<file path="src/rtl/rggen_apb_bridge.sv">
// rggen_apb_bridge: rggen bus initiator to APB4 master bridge (SETUP/ACCESS).
// Define RGGEN_APB_BRIDGE_TIMEOUT_EN to abort ACCESS phases that stall too long.
module rggen_apb_bridge #(
    parameter int                   ADDRESS_WIDTH  = 8,
    parameter int                   BUS_WIDTH      = 32,
    parameter logic [2:0]           PPROT          = 3'b000,
    parameter int                   TIMEOUT_CYCLES = 256,
    parameter logic [BUS_WIDTH-1:0] ERROR_DATA     = '0
) (
    input  logic                     i_clk,
    input  logic                     i_rst_n,
    input  logic                     i_bus_valid,
    input  logic [ADDRESS_WIDTH-1:0] i_bus_address,
    input  logic                     i_bus_write,
    input  logic [BUS_WIDTH-1:0]     i_bus_write_data,
    input  logic [BUS_WIDTH/8-1:0]   i_bus_strobe,
    output logic                     o_bus_ready,
    output logic [1:0]               o_bus_status,
    output logic [BUS_WIDTH-1:0]     o_bus_read_data,
    output logic                     o_psel,
    output logic                     o_penable,
    output logic                     o_pwrite,
    output logic [ADDRESS_WIDTH-1:0] o_paddr,
    output logic [2:0]               o_pprot,
    output logic [BUS_WIDTH-1:0]     o_pwdata,
    output logic [BUS_WIDTH/8-1:0]   o_pstrb,
    input  logic                     i_pready,
    input  logic [BUS_WIDTH-1:0]     i_prdata,
    input  logic                     i_pslverr
);
    localparam int STRB_WIDTH = BUS_WIDTH / 8;

    typedef enum logic [1:0] {
        IDLE,
        SETUP,
        ACCESS
    } state_e;

    if (TIMEOUT_CYCLES < 1 || TIMEOUT_CYCLES > 65535) begin : g_bad_timeout
        $error("TIMEOUT_CYCLES must be within 1..65535");
    end

    state_e                   state_q, state_d;
    logic                     psel_q, psel_d;
    logic                     penable_q, penable_d;
    logic                     pwrite_q, pwrite_d;
    logic [ADDRESS_WIDTH-1:0] paddr_q, paddr_d;
    logic [BUS_WIDTH-1:0]     pwdata_q, pwdata_d;
    logic [STRB_WIDTH-1:0]    pstrb_q, pstrb_d;
    logic                     timeout;
    logic                     done;

`ifdef RGGEN_APB_BRIDGE_TIMEOUT_EN
    logic [15:0] count_q, count_d;

    always_comb begin
        count_d = count_q;
        if (state_q == IDLE && i_bus_valid) begin
            count_d = '0;
        end else if (state_q == ACCESS && !i_pready) begin
            count_d = count_q + 16'd1;
        end
    end

    // A completer ready in the same cycle beats the abort.
    assign timeout = (state_q == ACCESS) && !i_pready &&
                     (count_q == 16'(TIMEOUT_CYCLES - 1));

    always_ff @(posedge i_clk or negedge i_rst_n) begin
        if (!i_rst_n) begin
            count_q <= '0;
        end else begin
            count_q <= count_d;
        end
    end
`else
    assign timeout = 1'b0;
`endif

    assign done = (state_q == ACCESS) && (i_pready || timeout);

    always_comb begin
        state_d   = state_q;
        psel_d    = psel_q;
        penable_d = penable_q;
        pwrite_d  = pwrite_q;
        paddr_d   = paddr_q;
        pwdata_d  = pwdata_q;
        pstrb_d   = pstrb_q;
        unique case (state_q)
            IDLE: begin
                if (i_bus_valid) begin
                    state_d   = SETUP;
                    psel_d    = 1'b1;
                    penable_d = 1'b0;
                    pwrite_d  = i_bus_write;
                    paddr_d   = i_bus_address;
                    pwdata_d  = i_bus_write ? i_bus_write_data : '0;
                    pstrb_d   = i_bus_write ? i_bus_strobe : '0;
                end
            end
            SETUP: begin
                state_d   = ACCESS;
                penable_d = 1'b1;
            end
            ACCESS: begin
                if (done) begin
                    state_d   = IDLE;
                    psel_d    = 1'b0;
                    penable_d = 1'b0;
                end
            end
            default: begin
                state_d   = IDLE;
                psel_d    = 1'b0;
                penable_d = 1'b0;
            end
        endcase
    end

    always_ff @(posedge i_clk or negedge i_rst_n) begin
        if (!i_rst_n) begin
            state_q   <= IDLE;
            psel_q    <= 1'b0;
            penable_q <= 1'b0;
            pwrite_q  <= 1'b0;
            paddr_q   <= '0;
            pwdata_q  <= '0;
            pstrb_q   <= '0;
        end else begin
            state_q   <= state_d;
            psel_q    <= psel_d;
            penable_q <= penable_d;
            pwrite_q  <= pwrite_d;
            paddr_q   <= paddr_d;
            pwdata_q  <= pwdata_d;
            pstrb_q   <= pstrb_d;
        end
    end

    always_comb begin
        o_bus_ready     = done;
        o_bus_status    = 2'b00;
        o_bus_read_data = '0;
        if (timeout) begin
            o_bus_status    = 2'b10;
            o_bus_read_data = ERROR_DATA;
        end else if (done) begin
            o_bus_status    = i_pslverr ? 2'b10 : 2'b00;
            o_bus_read_data = pwrite_q ? '0 : i_prdata;
        end
    end

    assign o_psel    = psel_q;
    assign o_penable = penable_q;
    assign o_pwrite  = pwrite_q;
    assign o_paddr   = paddr_q;
    assign o_pprot   = PPROT;
    assign o_pwdata  = pwdata_q;
    assign o_pstrb   = pstrb_q;

endmodule

</file>
<file path="config.mk">
export PLATFORM = sky130hd
export DESIGN_NAME = rggen_apb_bridge
export DESIGN_NICKNAME = d
export VERILOG_FILES = /design/src/rtl/rggen_apb_bridge.sv
export SDC_FILE = /design/constraint.sdc
export NUM_CORES = 1
export LEC_CHECK = 0
export ABC_AREA = 1
export CORE_ASPECT_RATIO = 1.5
export CORE_UTILIZATION = 36
export DETAILED_ROUTE_END_ITERATION = 10
export GPL_TIMING_DRIVEN = 0
export PLACE_DENSITY_LB_ADDON = 0.3
export SYNTH_ARGS = -nofsm -noshare
export SYNTH_HDL_FRONTEND = slang
export SYNTH_SLANG_ARGS = --single-unit
</file>
<file path="constraint.sdc">
create_clock -name i_clk -period 1.5 [get_ports i_clk]
set_clock_uncertainty 0.05 [all_clocks]
set_input_delay 0.15 -clock i_clk [delete_from_list [all_inputs] [get_ports i_clk]]
set_output_delay 0.15 -clock i_clk [all_outputs]
set_load 0.01 [all_outputs]
</file>
==> qor.yml <==
critical_path:
  arrival_ns: 1.41
  reg2reg_from: "state_q[0]$_DFFE_PN0P_"
  startpoint_type: "flop"
  crit_fanout: 5
  cp-end-kind: "output port"
  critPathKind: "reg2out"
  crit_path_start: "state_q[0]$_DFFE_PN0P_"
  crit_required_ns: 1.30
route:
  routedWlPerCell_um: 12.95
  drc: 0
  route.vias.total: 2880
  drt-pass1-iter-count: 4
  ant_nets: 0
  drt_iter0_drc: 97
  wl_mm: 8.105
  post_drt_via_cell_ratio: 4.601
grt:
  grt_pass1_vias: 2839
  grt_pass1_wl_mm: 13.12
  grt_max_degree: 30
  grt_usage_pct: 22.07
  grt_overflow: 0
  antenna_found_initial: 0
yosys:
  synth-async-reset-ratio_pct: 100.0
  synthesis.area_um2: 2527
  avgSynthCellArea_um2: 6.963
  yosys_warnings: 0
  synth_area_leaders: "dfrtp_1 (48%), nand2_1 (24%), nand3_1 (9.1%), inv_1 (6.2%), nor2_1 (4.9%)"
  yosysUniqueCellTypes: 13
  yosys_most_used_dff: "dfrtp_1"
  synthCells: 363
  yosysMostFrequentCell: "nand2_1"
  ys_seq_area_share_pct: 47.52
  ys_ff_latch: 48
  synth_edf_count: 0
  synth_top_area_share_pct: 47.52
  synth_common_cells: "nand2_1 (161), dfrtp_1 (48), nand3_1 (46), inv_1 (42), nor2_1 (33)"
  yosys.area.top_type: "dfrtp_1"
die:
  fp.dieArea_um2: 7367
  rows: 37
  die_height_um: 104.6
  die_x_um: 70.42
  io_pins: 167
  start_util_pct: 37.14
  core-area_um2: 6805
power:
  vdd_drop_max_uv: 890.0
  power_mw: 7.139
  power_density_nw_per_um2: 1581
  p_leak_nw: 2.519
sta:
  hold_viol_final: 0
  grt_setup_unrepaired: "yes"
  fin_crit_sh_pct: 107.2
  final-setup-viol-count: 32
  whs_ns: 0.1272
  clock.fmax_mhz: 621.7
  layout_min_cycle_time_ns: 1.609
  final_max_slew_viol_count: 0
  setup_slack_ns: -0.1086
placed_design:
  gp_congestion: 0.7335
  port_buffers: 160
  post-dp-hpwl_mm: 5.845
  dpl_cell_area_um2: 4253
clocking:
  path_clk_slew_ns: 0.08
  clkSinkCount: 48
  htreeDepth: 2
  clock_latency_ns: 0.29
  cts-buffers-inserted: 5
  cts_buffer_depth: 2
  cts_tree: "built"
  root_buffer: "clkbuf_8"
cells_and_area:
  nFillCells: 609
  drive_above_1_share_pct: 18.98
  nNetsFinal: 630
  area_delta_synth_final_pct: 78.61
  fin_area_um2: 4514
  regArea_um2: 1201
  multi_input_area_um2: 1079
  antenna-diode-count: 0
status:
  violations: "setup timing"
  status: "finished with violations"
worst_hold_path:
  hold_class: "in2reg"
  hp-start: "i_bus_valid"
run:
  maxCapViolCount: 0
==> area by class of cell <==
type	instances	area share, %
buffer	29	5.626
tap	78	2.162
clock buffer	6	1.608
timing repair buffer	175	36.50
inverter	42	3.492
sequential	48	26.61
multi-input combinational	247	23.89
clock inverter	1	0.1109
==> cells in the final DEF (no fill, tap or decap) <==
cell             instances
nor2_1                  16
dfrtp_1                 48
buf_12                   2
nand3_1                 45
o21ai_0                  1
nand2_2                  1
buf_2                   34
nand3_4                  1
inv_2                    2
nor2_4                   6
buf_4                   16
clkbuf_2                 1
buf_6                   17
nand2_1                160
buf_8                    3
conb_1                   4
and2_1                   1
inv_1                   40
dlygate4sd3_1            1
clkbuf_1                 3
dlygate4sd2_1            2
clkbuf_16                2
clkdlybuf4s50_1        123
clkbuf_8                 6
clkinv_2                 1
nor2_2                  12
==> path summary, 6_finish.rpt <==
kind	to	slack (ns)	cells after the start
worst max-delay path	o_bus_read_data[15]	-0.11	7
worst min-delay path	o_pwdata[27]$_DFFE_PN0P_	0.13	3
worst max register to register	o_pwdata[13]$_DFFE_PN0P_	0.06	7
worst min register to register	o_pwdata[31]$_DFFE_PN0P_	0.42	2
max in group asynchronous	o_pwdata[22]$_DFFE_PN0P_	0.59	3
min in group asynchronous	o_pwdata[10]$_DFFE_PN0P_	0.29	2
==> layer usage <==
layer  share of wire [%]  track usage [%]  up-vias
met4                 2.0            7.286        0
met3                 7.7            5.207       12
met2                  54            42.79      126
li1                    -                -     1436
met5                   0                0        -
met1                  36            22.28     1306
==> cells by family after synthesis <==
kind of cell,Yosys count,share of synthesized area [%]
buffers and inverters,71,13.71
other,1,0.1484
AO/OA/AOI/OAI,1,0.1978
AND/OR/NAND/NOR,242,38.42
flip-flops,48,47.52
==> metrics by stage <==
step	worst slack (ns)	util, %	setup TNS, ns	std cells
4_1_cts	-0.1460	63.74	-1.123	621
5_1_grt	-0.1772	66.34	-3.683	626
2_1_floorplan	0.2556	-	0	366
6_report	-0.1086	66.34	-1.073	626
3_3_place_gp	-1.191	62.27	-71.31	604
3_5_place_dp	-0.4843	62.49	-14.97	605
==> power breakdown <==
group	switching (mW)	total, mW	internal [mW]
logic	1.96	4.18	2.22
clock network	0.405	0.723	0.318
registers	0.339	2.24	1.90
total	2.70	7.14	4.43
==> worst max-delay path, stage by stage (launching register included) <==
cell and delay [ns]:
dfrtp_1 0.40, inv_2 0.07, nand3_4 0.08, buf_12 0.14, buf_8 0.12, buf_6 0.11
nor2_4 0.09, buf_6 0.10
==> flip-flops by register name, indices dropped and copies added, names as in the netlist <==
register	flops
o_pstrb	4
o_pwdata	32
o_psel	1
state_q	1
o_penable	1
o_paddr	8
o_pwrite	1
==> repair_timing <==
item / CTS / global route
buffers inserted: 8 / 3
gates resized for setup: 159 / 35
gates cloned: 0 / 2
endpoints found under the setup margin: 34 / 32
hold buffers: 1 / 0
hold endpoints to repair: 19 / 0
pin swaps: 4 / 1
(Power assumes the default switching activity.)
